File: config.mk
export PLATFORM = sky130hd
export DESIGN_NAME = resource_requester
export DESIGN_NICKNAME = d
export VERILOG_FILES = /design/src/rtl/resource_requester.sv
export SDC_FILE = /design/constraint.sdc
export NUM_CORES = 1
export LEC_CHECK = 0
export BUFFER_PORTS_ARGS = -buffer_cell sky130_fd_sc_hd__buf_2
export CELL_PAD_IN_SITES_DETAIL_PLACEMENT = 0
export CELL_PAD_IN_SITES_GLOBAL_PLACEMENT = 1
export CORE_ASPECT_RATIO = 1.2
export CORE_MARGIN = 10
export CORE_UTILIZATION = 41
export CTS_CLUSTER_SIZE = 8
export DETAILED_ROUTE_END_ITERATION = 7
export PLACE_DENSITY = 0.72
export SETUP_SLACK_MARGIN = 0.3
export SLEW_MARGIN = 20
export SYNTH_ARGS = -nofsm -noshare
export SYNTH_HDL_FRONTEND = slang
export SYNTH_SLANG_ARGS = --single-unit
File: constraint.sdc
create_clock -name clk -period 2 [get_ports clk]
set_input_delay 0.6 -clock clk [delete_from_list [all_inputs] [get_ports clk]]
set_output_delay 0.6 -clock clk [all_outputs]
set_load 0.005 [all_outputs]
File: src/rtl/resource_requester.sv
// Resource requester: queues client addresses and issues them one at a time to a shared
// resource. Each tagged response, or a timeout, is returned to the client in request order.
`ifndef ADDRESS_WIDTH
`define ADDRESS_WIDTH 12
`endif
`ifndef ID_WIDTH
`define ID_WIDTH 2
`endif
`ifndef DATA_WIDTH
`define DATA_WIDTH 16
`endif

module resource_requester #(
  parameter int FIFO_DEPTH = 4,
  parameter int TIMEOUT    = 64
) (
  input  logic                      clk,
  input  logic                      reset_n,
  input  logic                      req_valid,
  input  logic [`ADDRESS_WIDTH-1:0] req_address,
  output logic                      req_ready,
  output logic                      rsp_valid,
  output logic [`DATA_WIDTH-1:0]    rsp_data,
  output logic                      rsp_error,
  input  logic                      rsp_ready,
  output logic [`ADDRESS_WIDTH-1:0] rs_address,
  output logic [`ID_WIDTH-1:0]      rs_id,
  output logic                      rs_valid,
  input  logic [`DATA_WIDTH-1:0]    rs_data,
  input  logic [`ID_WIDTH-1:0]      rs_resp_id,
  input  logic                      rs_resp_valid,
  input  logic                      rs_ready
);
  localparam int AW = `ADDRESS_WIDTH;
  localparam int DW = `DATA_WIDTH;
  localparam int IW = `ID_WIDTH;
  localparam int PW = $clog2(FIFO_DEPTH);
  localparam logic [PW:0]   PTR_ONE     = 1;
  localparam logic [IW-1:0] TAG_ONE     = 1;
  localparam logic [7:0]    TIMEOUT_CNT = 8'(TIMEOUT);

  typedef enum logic [1:0] {IDLE, ISSUE, WAIT, DELIVER} state_t;

  state_t        r_state;
  logic [AW-1:0] r_mem [FIFO_DEPTH];
  logic [PW:0]   r_wr_ptr;
  logic [PW:0]   r_rd_ptr;
  logic [IW-1:0] r_tag;
  logic [7:0]    r_timer;
  logic          r_rs_valid;
  logic [AW-1:0] r_rs_address;
  logic [IW-1:0] r_rs_id;
  logic          r_rsp_valid;
  logic [DW-1:0] r_rsp_data;
  logic          r_rsp_error;

  logic w_empty;
  logic w_full;
  logic w_push;
  logic w_match;

  // The extra pointer MSB separates full from empty when the index bits are equal.
  assign w_empty = (r_wr_ptr == r_rd_ptr);
  assign w_full  = (r_wr_ptr[PW] != r_rd_ptr[PW]) &&
                   (r_wr_ptr[PW-1:0] == r_rd_ptr[PW-1:0]);
  assign w_push  = req_valid && !w_full;
  assign w_match = rs_resp_valid && (rs_resp_id == r_rs_id);

  // NOTE: queue storage is deliberately not reset; the pointers alone decide which entries are live.
  always_ff @(posedge clk) begin
    if (w_push) r_mem[r_wr_ptr[PW-1:0]] <= req_address;
  end

  always_ff @(posedge clk or negedge reset_n) begin
    if (!reset_n) r_wr_ptr <= '0;
    else if (w_push) r_wr_ptr <= r_wr_ptr + PTR_ONE;
  end

  // NOTE: every state register uses <= so each branch sees the values from before the edge.
  always_ff @(posedge clk or negedge reset_n) begin
    if (!reset_n) begin
      r_state      <= IDLE;
      r_rd_ptr     <= '0;
      r_tag        <= '0;
      r_timer      <= '0;
      r_rs_valid   <= 1'b0;
      r_rs_address <= '0;
      r_rs_id      <= '0;
      r_rsp_valid  <= 1'b0;
      r_rsp_data   <= '0;
      r_rsp_error  <= 1'b0;
    end else begin
      case (r_state)
        IDLE: begin
          // A response still held high by the resource blocks the next issue.
          if (!w_empty && rs_ready && !rs_resp_valid) begin
            r_state      <= ISSUE;
            r_rs_valid   <= 1'b1;
            r_rs_address <= r_mem[r_rd_ptr[PW-1:0]];
            r_rs_id      <= r_tag;
          end
        end
        ISSUE: begin
          r_state    <= WAIT;
          r_rs_valid <= 1'b0;
          r_rd_ptr   <= r_rd_ptr + PTR_ONE;
          r_tag      <= r_tag + TAG_ONE;
          r_timer    <= '0;
        end
        WAIT: begin
          if (w_match) begin
            r_state     <= DELIVER;
            r_rsp_valid <= 1'b1;
            r_rsp_data  <= rs_data;
            r_rsp_error <= 1'b0;
          end else if (r_timer == TIMEOUT_CNT) begin
            r_state     <= DELIVER;
            r_rsp_valid <= 1'b1;
            r_rsp_data  <= '0;
            r_rsp_error <= 1'b1;
          end else begin
            r_timer <= r_timer + 8'd1;
          end
        end
        DELIVER: begin
          if (rsp_ready) begin
            r_state     <= IDLE;
            r_rsp_valid <= 1'b0;
          end
        end
        default: r_state <= IDLE;
      endcase
    end
  end

  assign req_ready  = !w_full;
  assign rsp_valid  = r_rsp_valid;
  assign rsp_data   = r_rsp_data;
  assign rsp_error  = r_rsp_error;
  assign rs_valid   = r_rs_valid;
  assign rs_address = r_rs_address;
  assign rs_id      = r_rs_id;

endmodule

### Word level (Yosys, flattened, before mapping)

Memories as Yosys holds them, arrays and structs flattened. A register that Yosys moved wholly into a read port is not among the register bits.
Index checks and enable logic that the tools add are counted.

* bits in registers: 39
* RAM bits: 48
* memories kept: 1
* output and inout port bits: 34

* muxes and demuxes: 19
* equal/unequal tests: 13
* add/sub/neg operators: 4
* reductions and logical operators: 20

Memory list
* r_mem: words 4, width 12, rd ports 1, clocked after Yosys merged registers in 1, wr ports 1, RTL line 45 `logic [AW-1:0] r_mem [FIFO_DEPTH];`

Operators by type and width (count)
* two-way mux 16 bit: 2
* two-way mux 8 bit: 2
* case mux 8 bit (2 select lines): 1
* AND reduction 3 bit: 3
* adder 8 x 1 -> 8 bit, second input constant: 1
* == test 8 x 7 -> 1 bit, second input constant: 1
* two-way mux 2 bit: 4
* != test 2 bit, second input constant: 4
* case mux 2 bit (4 select lines): 1
* nonzero test 2 bit: 4
* two-way mux 1 bit: 7
* adder 3 x 1 -> 3 bit, second input constant: 2
* AND reduction 2 bit: 3
* logical AND 1 bit: 5
* == test 2 bit: 2
* == test 2 bit, second input constant: 2
* zero test 1 bit: 4
* case mux 1 bit (2 select lines): 2
* == test 3 bit: 1
* != test 3 bit, second input constant: 1
* adder 2 x 1 -> 2 bit, second input constant: 1
* == test 2 x 1 -> 1 bit, second input constant: 1
* zero test 2 bit: 1
* != test 1 bit: 1

### Logic depth before layout (Yosys ltp)

Gate-level depths: netlist (run 1).

* depth in word-level cells: 6
* gate-level depth with buffers: 8

### Worst setup path before layout (run 1)

OpenSTA, ideal clock, no wires.

* path kind: input to register
* start point: input port rs_resp_id[1]
* end point: register r_timer[7]
* arrival time: 1.927 ns
* path buffers: 1
* stages: 6
* setup slack: -0.050 ns
* cell sequence: xor2_1 > nor3_1 > or3_1 > clkbuf_1 > or4_1 > mux2i_1

* word-level cells in the longest chain between the ends: 4

RTL lines
* start, declared: RTL line 30 `` input logic [`ID_WIDTH-1:0] rs_resp_id, ``
* == test 2 bit: RTL line 67 `assign w_match = rs_resp_valid && (rs_resp_id == r_rs_id);`
* logical AND 1 bit: RTL line 67
* != test 2 bit (no source line)
* AND reduction 3 bit (no source line)
* end signal, assigned: RTL line 122 `r_timer <= r_timer + 8'd1;`
* end, declared: RTL line 49 `logic [7:0] r_timer;`

No other way between the ends.
A chain may end at the register's enable or synchronous reset.

### Worst setup path in the final report (run 1)

* start point: register r_wr_ptr[1]
* end point: output port req_ready

* word-level cells in the longest chain between the ends: 3

RTL lines
* start, declared: RTL line 46 `logic [PW:0] r_wr_ptr;`
* start signal, assigned: RTL line 76 `else if (w_push) r_wr_ptr <= r_wr_ptr + PTR_ONE;`
* == test 2 bit: RTL line 65 `(r_wr_ptr[PW-1:0] == r_rd_ptr[PW-1:0]);`
* logical AND 1 bit: RTL line 64 `assign w_full = (r_wr_ptr[PW] != r_rd_ptr[PW]) &&`
* zero test 1 bit: RTL line 136 `assign req_ready = !w_full;`
* end, declared: RTL line 21 `output logic req_ready,`

No other way between the ends.

==> results.toml, run 1 <==
[run_status]
outcome = "complete, no violations"

[clocking]
cts_inserted_buffers = 9
cts.root.buffer_cell = "sky130_fd_sc_hd__clkbuf_16"
tritoncts_clock_tree = "built"
ctsHtreeMaxLevel = 3
clk_path_buf_depth = 2
clk-insertion-delay-late_ns = 0.34
cts_num_sinks = 99
clock_slew_at_the_register_clock_pins_of_the_worst_setup_and_hold_paths_ns = 0.07
cts_hold_buffers = 0

[synth]
synth.top_cells.by_area = "sky130_fd_sc_hd__edfxtp_1 (36%), sky130_fd_sc_hd__dfrtp_1 (32%), sky130_fd_sc_hd__mux4_2 (6.8%)"
yosysSeqAreaShare = 0.684
syn-num-nets = 291
number_of_synthesis_warnings = 0
synth.largest_area_cell = "sky130_fd_sc_hd__edfxtp_1"
yosys.cell_types.count = 34
avgSynthCellArea_um2 = 16.3
syn_inst = 243
synth.ff_latch_count = 99
synth_area_um2 = 3970
synth_top_area_share = 0.363

[global_routing]
globalRouteOverflowTotal = 0
grt_first_pass_wirelength_um = 13000
via_count_of_the_first_global_routing_pass = 2563
globalRouteTotalUtil = 0.120
antenna_found_initial = 0
grt_max_degree = 21

[routing]
drcViolationCount = 0
route.vias.total = 2374
drt.antenna.violating_nets = 0
detail_route.wirelength_um = 8520
post_drt_via_cell_ratio = 5.04
drt_pass1_iterations = 4
detail_route.iter0.violations = 83
routedWlPerCell_um = 18.1

[floorplanning]
core_area_um2 = 9520
floorplan.rows = 39
fp.dieW_um = 110
initial_core_util = 0.417
boundaryPins = 70
floorplan.die.height_um = 128
die-area_um2 = 14000

[finish]
antennaDiodeCount = 0
fin_nets = 391
nFillCells = 790
layout.cells.most_common_list = "sky130_fd_sc_hd__buf_2 (69), sky130_fd_sc_hd__dfrtp_1 (49), sky130_fd_sc_hd__edfxtp_1 (48), sky130_fd_sc_hd__a22o_1 (17), sky130_fd_sc_hd__buf_4 (17)"
final_common_cell = "sky130_fd_sc_hd__buf_2"
multiInputGateArea_um2 = 1410
area_growth_syn_to_layout_pct = 33.4
seqCellArea_um2 = 2720
final_layout_size_suffix_gt1_frac = 0.489

[setup_path]
setup.worst_path.class = "register to output port"
crit_slowest_cell = "sky130_fd_sc_hd__dfrtp_1"
critPathCaptureType = "output port"
r2r.worst_path.cells = 5
destination_of_the_worst_register_to_register_timing_path = "r_timer[7]$_DFFE_PN0P_"
cp_cell_sequence = "xor2_2 > nor2_2 > nand2_1 > buf_2"
crit_required_ns = 1.40
start_kind = "register"
crit_fanout = 2
timing.rr.start = "rs_id[0]$_DFFE_PN0P_"
worst_path_largest_cell_delay_ns = 0.41
setup_slack_of_the_worst_register_to_register_path_ns = 0.18
worst_ep_arrival_time_ns = 1.27

[placement]
detailedPlacementHpwl_um = 5670
gp_congestion = 0.792
buffer_ports.inserted = 69

[sta]
hold_slack_ns = 0.244
final.min_clock_period_ns = 1.87
final.setup_skew_ns = 0.00665
timing.final.max_slew_violations = 0
max_slew.worst_pin.slew_ns = 0.551
period_share = 0.937
timing.final.hold_violations = 0
setup_viol = 0
max-slew-margin-rel = 0.633
grt_setup_unrepaired = "yes"
max_clock_freq_ghz = 0.534

[power_and_ir_drop]
vdd_drop_max_uv = 705
total_power_mw = 8.09
power.density_cell_area_nw_per_um2 = 1530
power_leakage_nw = 2.31

[min_path]
hp-class = "input pin to asynchronous set/reset pin"

[run]
max_cap_violations = 0
## worst max-delay path, delay by kind of cell (launching register included)
kind	cells	cell delay, ns
XOR/XNOR	1	0.20
buffers and inverters	1	0.13
flip-flops	1	0.41
AND/OR/NAND/NOR	2	0.20
## worst max path at each step
stage,startpoint,end
CTS,r_wr_ptr[0]$_DFFE_PN0P_,req_ready
finish,r_wr_ptr[1]$_DFFE_PN0P_,req_ready
floorplan,rs_resp_id[1],r_timer[7]$_DFFE_PN0P_
global placement,rs_resp_id[1],r_timer[7]$_DFFE_PN0P_
global route,r_wr_ptr[1]$_DFFE_PN0P_,req_ready
detailed placement,rs_resp_id[1],r_timer[7]$_DFFE_PN0P_
## state kept, by name, summed over array words and instances (netlist names)
register / cells
r_timer: 8
r_mem: 48
r_rd_ptr: 3
rs_address: 12
rs_valid: 1
rs_id: 2
r_tag: 2
rsp_data: 16
rsp_error: 1
r_wr_ptr: 3
r_state: 2
rsp_valid: 1
## routing by layer
layer,track usage,up-vias,share of wire
met4,0.0498,0,0.013
met2,0.209,55,0.53
met1,0.133,1203,0.39
li1,-,1106,-
met5,0,-,0
met3,0.0342,10,0.064
## repair_timing
action	4_1_cts	5_1_grt
gates cloned	2	2
gates resized for setup	15	22
pin swaps	4	8
buffers inserted	8	4
endpoints found under the setup margin	89	88
## synth_stat cells, drive strengths merged
library cell	n
a21boi	1
a21oi	1
a22o	17
and2	4
and3	1
buf	3
clkbuf	5
dfrtp	51
edfxtp	48
ha	12
inv	12
mux2	16
mux2i	6
mux4	12
nand2	16
nand2b	1
nand3	4
nand3b	1
nand4	4
nand4bb	1
nor2	2
nor3	2
nor4	2
o211ai	1
o21ai	4
o22ai	1
o311a	1
o32a	1
or3	1
or4	1
xnor2	3
xor2	8
## cells by family after synthesis
family / synth area share
adder cells (fa/ha/maj): 0.0378
XOR/XNOR: 0.0243
AO/OA/AOI/OAI: 0.0542
flip-flops: 0.684
buffers and inverters: 0.0195
multiplexers: 0.129
AND/OR/NAND/NOR: 0.0517
## power by group
group / total (mW) / switching [mW] / internal [mW]
Sequential: 3.24 / 0.377 / 2.86
Combinational: 2.95 / 1.34 / 1.61
Clock: 1.90 / 0.780 / 1.12
## final cells by class
class / instances / area share
clock buffer: 9 / 0.0425
clock inverter: 7 / 0.0201
inverter: 12 / 0.00850
multi-input combinational: 125 / 0.265
sequential: 99 / 0.513
tap: 123 / 0.0290
timing repair buffer: 96 / 0.122
## metrics by stage
| stage | utilization | cells | TNS (ns) | instance area (um^2) | setup WS, ns |
|---|---|---|---|---|---|
| final | 0.557 | 471 | 0 | 5300 | 0.127 |
| after global routing | 0.557 | 471 | 0 | 5300 | 0.0493 |
| after CTS | 0.540 | 465 | 0 | 5140 | 0.0979 |
| after detailed placement | 0.490 | 439 | -0.0496 | 4660 | -0.0496 |
| after global placement | 0.490 | 439 | -0.00550 | 4660 | -0.00550 |
| after floorplan | - | 243 | 0 | 4090 | 0.0620 |
(Power assumes the default switching activity.)
==> inputs of run 2 (changes only) <==
==> constraint.sdc (replaced) <==
create_clock -name clk -period 2 [get_ports clk]
set_input_delay 0.4 -clock clk [delete_from_list [all_inputs] [get_ports clk]]
set_output_delay 0.4 -clock clk [all_outputs]
set_load 0.005 [all_outputs]
==> run 2 against run 1 <==
Design area about the same. Clock skew increased by 0.0017 ns. Register-to-register slack improved by 0.02 ns. Sequential power about the same. Fmax increased by 3.9%. Utilization increased by 0.053 points. Critical endpoint is now r_timer[7]$_DFFE_PN0P_. Largest cell class unchanged.
==> results.toml, run 2 (synthesis results as in run 1) <==
[sta]
setup_viol = 0
grt_setup_unrepaired = "yes"
final.setup_skew_ns = 0.00834
max_slew.worst_pin.slew_ns = 0.308
max-slew-margin-rel = 0.794
final.setup.tns_ns = 0
timing.final.max_slew_violations = 0
period_share = 0.901
max_clock_freq_ghz = 0.555
final.min_clock_period_ns = 1.80
timing.final.hold_violations = 0

[power_and_ir_drop]
power_leakage_nw = 2.34
power.density_cell_area_nw_per_um2 = 1520
vdd_drop_max_uv = 635

[setup_path]
crit_fanout = 3
worst_ep_arrival_time_ns = 2.03
crit_required_ns = 2.23
critPathCaptureType = "register"
r2r.worst_path.cells = 5
timing.rr.start = "rs_id[0]$_DFFE_PN0P_"
setup_slack_of_the_worst_register_to_register_path_ns = 0.20
setup.worst_path.class = "register to register"
start_kind = "register"
destination_of_the_worst_register_to_register_timing_path = "r_timer[7]$_DFFE_PN0P_"

[global_routing]
antenna_found_initial = 0
grt_max_degree = 52
via_count_of_the_first_global_routing_pass = 2515
globalRouteTotalUtil = 0.124
grt_first_pass_wirelength_um = 13300
globalRouteOverflowTotal = 0

[finish]
fin_nets = 400
area_growth_syn_to_layout_pct = 33.6
largest_register_ff_count = 48
fin_cells = 480
layout.cells.most_common_list = "sky130_fd_sc_hd__buf_2 (69), sky130_fd_sc_hd__dfrtp_1 (49), sky130_fd_sc_hd__edfxtp_1 (48), sky130_fd_sc_hd__buf_4 (25), sky130_fd_sc_hd__a22o_1 (17)"
final_layout_size_suffix_gt1_frac = 0.501
final_common_cell = "sky130_fd_sc_hd__buf_2"
antennaDiodeCount = 0

[clocking]
cts_hold_buffers = 0
tritoncts_clock_tree = "built"
cts.root.buffer_cell = "sky130_fd_sc_hd__clkbuf_16"
cts_num_sinks = 99
clk_path_buf_depth = 2
cts_inserted_buffers = 9
clk-insertion-delay-late_ns = 0.34
clock_slew_at_the_register_clock_pins_of_the_worst_setup_and_hold_paths_ns = 0.07
ctsHtreeMaxLevel = 3

[routing]
routedWlPerCell_um = 18.0
drt.antenna.violating_nets = 0
post_drt_via_cell_ratio = 5.06
route.vias.total = 2429
detail_route.wirelength_um = 8630
drt_pass1_iterations = 4
drcViolationCount = 0
detail_route.iter0.violations = 59

[floorplanning]
floorplan.die.height_um = 128
die-area_um2 = 14000
core_area_um2 = 9520
boundaryPins = 70
fp.dieW_um = 110
floorplan.rows = 39
initial_core_util = 0.417

[placement]
detailedPlacementHpwl_um = 5430
gp_congestion = 0.805
buffer_ports.inserted = 69
placed_cells_incl_taps = 436

[run_status]
outcome = "complete, no violations"

[run]
max_cap_violations = 0

[min_path]
hp-class = "input pin to asynchronous set/reset pin"
==> run 2: layout make-up <==
cell class,count,area (um^2)
tap,123,154
clock buffer,10,229
fill,815,4210
timing repair buffer,105,691
clock inverter,6,76.3
sequential,99,2720
multi-input combinational,125,1390
inverter,12,45.0
==> run 2: routing by layer <==
metal	GRT usage	share of wire
met1	0.142	0.39
met2	0.209	0.52
met3	0.0352	0.063
met4	0.0575	0.018
met5	0	0
==> run 2: critical path, stage by stage, from the launching register on <==
cell and delay (ns):
sky130_fd_sc_hd__dfrtp_2 0.45, sky130_fd_sc_hd__xor2_2 0.21, sky130_fd_sc_hd__nor3_2 0.09, sky130_fd_sc_hd__or3_4 0.38, sky130_fd_sc_hd__or4_4 0.42, sky130_fd_sc_hd__mux2i_1 0.13
==> run 2: per-stage QoR <==
stage	hold WS, ns	setup WS, ns	cell area (um^2)	power [mW]	util
finish	0.0451	0.197	5310	8.07	0.558
global route	0.0618	0.123	5310	8.59	0.558
CTS	0.0443	0.190	5040	7.74	0.530
detailed placement	0.419	0.137	4600	5.76	0.483
global placement	0.414	0.147	4600	5.69	0.483
floorplan	0.104	0.138	4060	4.83	-
==> run 2: worst max-delay path by stage <==
stage / start / slack [ns] / end / cells past startpoint
5_1_grt: rs_id[0]$_DFFE_PN0P_ / 0.12 / r_timer[7]$_DFFE_PN0P_ / 5
6_report: rs_id[0]$_DFFE_PN0P_ / 0.20 / r_timer[7]$_DFFE_PN0P_ / 5
3_5_place_dp: r_state[0]$_DFFE_PN0P_ / 0.14 / r_timer[7]$_DFFE_PN0P_ / 6
3_3_place_gp: rs_resp_id[1] / 0.15 / r_timer[7]$_DFFE_PN0P_ / 6
2_1_floorplan: r_timer[0]$_DFFE_PN0P_ / 0.14 / r_timer[7]$_DFFE_PN0P_ / 8
4_1_cts: r_state[0]$_DFFE_PN0P_ / 0.19 / r_timer[7]$_DFFE_PN0P_ / 6
==> run 2: repair_timing <==
item / CTS / global route
cloned: 2 / 3
setup endpoints to repair: 86 / 65
pin swaps: 8 / 27
resized for setup: 8 / 37
buffers inserted: 10 / 13
==> run 2: power by group <==
group | switching (mW) | internal (mW)
clock | 0.766 | 0.985
combinational | 1.37 | 1.72
sequential | 0.374 | 2.86
total | 2.51 | 5.56
==> inputs of run 3 (changes only) <==
==> constraint.sdc (replaced) <==
create_clock -name clk -period 2 [get_ports clk]
set_input_delay 0.2 -clock clk [delete_from_list [all_inputs] [get_ports clk]]
set_output_delay 0.2 -clock clk [all_outputs]
set_load 0.005 [all_outputs]
==> run 3 against run 2 <==
Sequential power is essentially flat. Cell count increased by 1.0%. Fmax is 1.9% higher. Highest routed layer unchanged. Power grew 1.2%. Largest power group unchanged. Non-clock buffer count is 1 higher. Clock-buffer cell count is 1 lower. Design area increased by 1.3%.
==> results.toml, run 3 (synthesis results as in run 1) <==
[routing]
routedWlPerCell_um = 18.5
drt.antenna.violating_nets = 0
detail_route.iter0.violations = 73
drcViolationCount = 0
post_drt_via_cell_ratio = 5.03
route.vias.total = 2441
drt_pass1_iterations = 4
detail_route.wirelength_um = 8980

[setup_path]
worst_ep_arrival_time_ns = 1.99
crit_slowest_cell = "sky130_fd_sc_hd__dfrtp_1"
r2r.worst_path.cells = 6
critPathCaptureType = "register"
crit_required_ns = 2.22
start_kind = "register"
setup.worst_path.class = "register to register"
crit_fanout = 6
worst_path_largest_cell_delay_ns = 0.41
cp_cell_sequence = "xor2_2 > o311a_1 > nand2_4 > buf_6 > buf_12 > mux2_4"

[sta]
period_share = 0.885
max_clock_freq_ghz = 0.565
max_slew.worst_pin.slew_ns = 0.359
grt_setup_unrepaired = "yes"
timing.final.hold_violations = 0
final.setup.tns_ns = 0
final_critical_path_setup_slack_ns = 0.230
max-slew-margin-rel = 0.760
setup_viol = 0
hold_slack_ns = 0.0750
timing.final.max_slew_violations = 0
final.min_clock_period_ns = 1.77
final.setup_skew_ns = 0.00908

[run_status]
outcome = "complete, no violations"

[clocking]
clk_path_buf_depth = 2
ctsHtreeMaxLevel = 3
tritoncts_clock_tree = "built"
cts.root.buffer_cell = "sky130_fd_sc_hd__clkbuf_16"
clk-insertion-delay-late_ns = 0.34
cts_num_sinks = 99
clock_slew_at_the_register_clock_pins_of_the_worst_setup_and_hold_paths_ns = 0.07
cts_inserted_buffers = 9

[placement]
detailedPlacementHpwl_um = 5540
dp_slack_ns = -0.0718
buffer_ports.inserted = 69
gp_congestion = 0.787

[finish]
area_growth_syn_to_layout_pct = 35.3
layout.cells.most_common_list = "sky130_fd_sc_hd__buf_2 (69), sky130_fd_sc_hd__dfrtp_1 (51), sky130_fd_sc_hd__edfxtp_1 (48), sky130_fd_sc_hd__buf_4 (24), sky130_fd_sc_hd__a22o_1 (17)"
final_layout_size_suffix_gt1_frac = 0.494
final_common_cell = "sky130_fd_sc_hd__buf_2"
antennaDiodeCount = 0
largest_register_ff_count = 48
nFillCells = 788
fin_util = 0.565
fin_nets = 405

[floorplanning]
core_area_um2 = 9520
fp.dieW_um = 110
boundaryPins = 70
floorplan.rows = 39
floorplan.die.height_um = 128
die-area_um2 = 14000
initial_core_util = 0.417

[power_and_ir_drop]
share_comb_of_total_power = 0.391
power.switching_fraction = 0.317
vdd_drop_max_uv = 766
power.sequential.fraction = 0.391
power_leakage_nw = 2.37
power.density_cell_area_nw_per_um2 = 1520
power.internal_mw = 5.59
total_switching_power_mw = 2.59
pwr-share-clk = 0.218

[global_routing]
antenna_found_initial = 0
grt_max_degree = 52
globalRouteOverflowTotal = 0
via_count_of_the_first_global_routing_pass = 2553
grt_first_pass_wirelength_um = 13200
globalRouteTotalUtil = 0.122

[min_path]
min_delay_path_depth = 2
hp-class = "input pin to register"

[run]
max_cap_violations = 0
[run 3: cell types whose count changed in the layout (fill, tap and decap cells not counted), sizes merged]
cell,change
clkbuf,-1
a21boi,+1
inv,+2
clkinvlp,-1
dlygate4sd3,+1
and2,+3
[run 3: per-stage QoR]
step	std cells	power, mW	area, um^2
floorplan	243	4.83	4060
global placement	438	5.70	4610
detailed placement	438	5.79	4610
CTS	467	7.86	5120
global route	485	8.68	5370
finish	485	8.17	5370
[run 3: what timing repair did]
action,4_1_cts,5_1_grt
setup endpoints to repair,86,87
setup buffers,9,12
pin swaps,8,16
cloned,3,6
gates resized for setup,15,24
hold buffers,1,0
endpoints found under the hold margin,51,0
[run 3: critical path: cells and delay by family, from the launching register on]
kind / cells / cell delay (ns)
and+or+nand+nor: 1 / 0.12
DFF: 1 / 0.41
buffers and inverters: 2 / 0.23
xor gates and xnor gates: 1 / 0.19
AOI/OAI and AO/OA: 1 / 0.41
muxes: 1 / 0.29
[run 3: power groups by stage]
stage | registers, mW | logic (mW) | clock network, mW
2_1_floorplan | 3.24 | 1.60 | 0
3_3_place_gp | 3.21 | 2.49 | 0
3_5_place_dp | 3.25 | 2.53 | 0
4_1_cts | 3.20 | 2.84 | 1.83
5_1_grt | 3.28 | 3.51 | 1.89
6_report | 3.20 | 3.19 | 1.78
[run 3: path summary, 6_finish.rpt]
kind                                              end  slack, ns                    start
max                        rs_address[10]$_DFFE_PN0P_       0.23  r_wr_ptr[2]$_DFFE_PN0P_
min                          rsp_data[11]$_DFFE_PN0P_       0.08              rs_data[11]
max reg2reg                rs_address[10]$_DFFE_PN0P_       0.23  r_wr_ptr[2]$_DFFE_PN0P_
min reg2reg                      r_tag[1]$_DFFE_PN0P_       0.48     r_tag[1]$_DFFE_PN0P_
max in group asynchronous   rs_address[3]$_DFFE_PN0P_       1.37                  reset_n
min in group asynchronous      r_timer[2]$_DFFE_PN0P_       0.39                  reset_n
[run 3: layout make-up]
class	instances	area [um^2]	area share
Timing Repair Buffer	106	722	0.134
Inverter	12	45.0	0.00838
Tap cell	123	154	0.0286
Multi-Input combinational cell	129	1430	0.265
Sequential cell	99	2720	0.506
Clock inverter	7	83.8	0.0156
Clock buffer	9	225	0.0419
[run 3: routing by layer]
layer  wire (um)  track usage  vias up
li1            -            -     1147
met1        3620        0.136     1237
met2        4810        0.214       51
met3         490       0.0367        6
met4          57       0.0391        0
met5           0            0        -
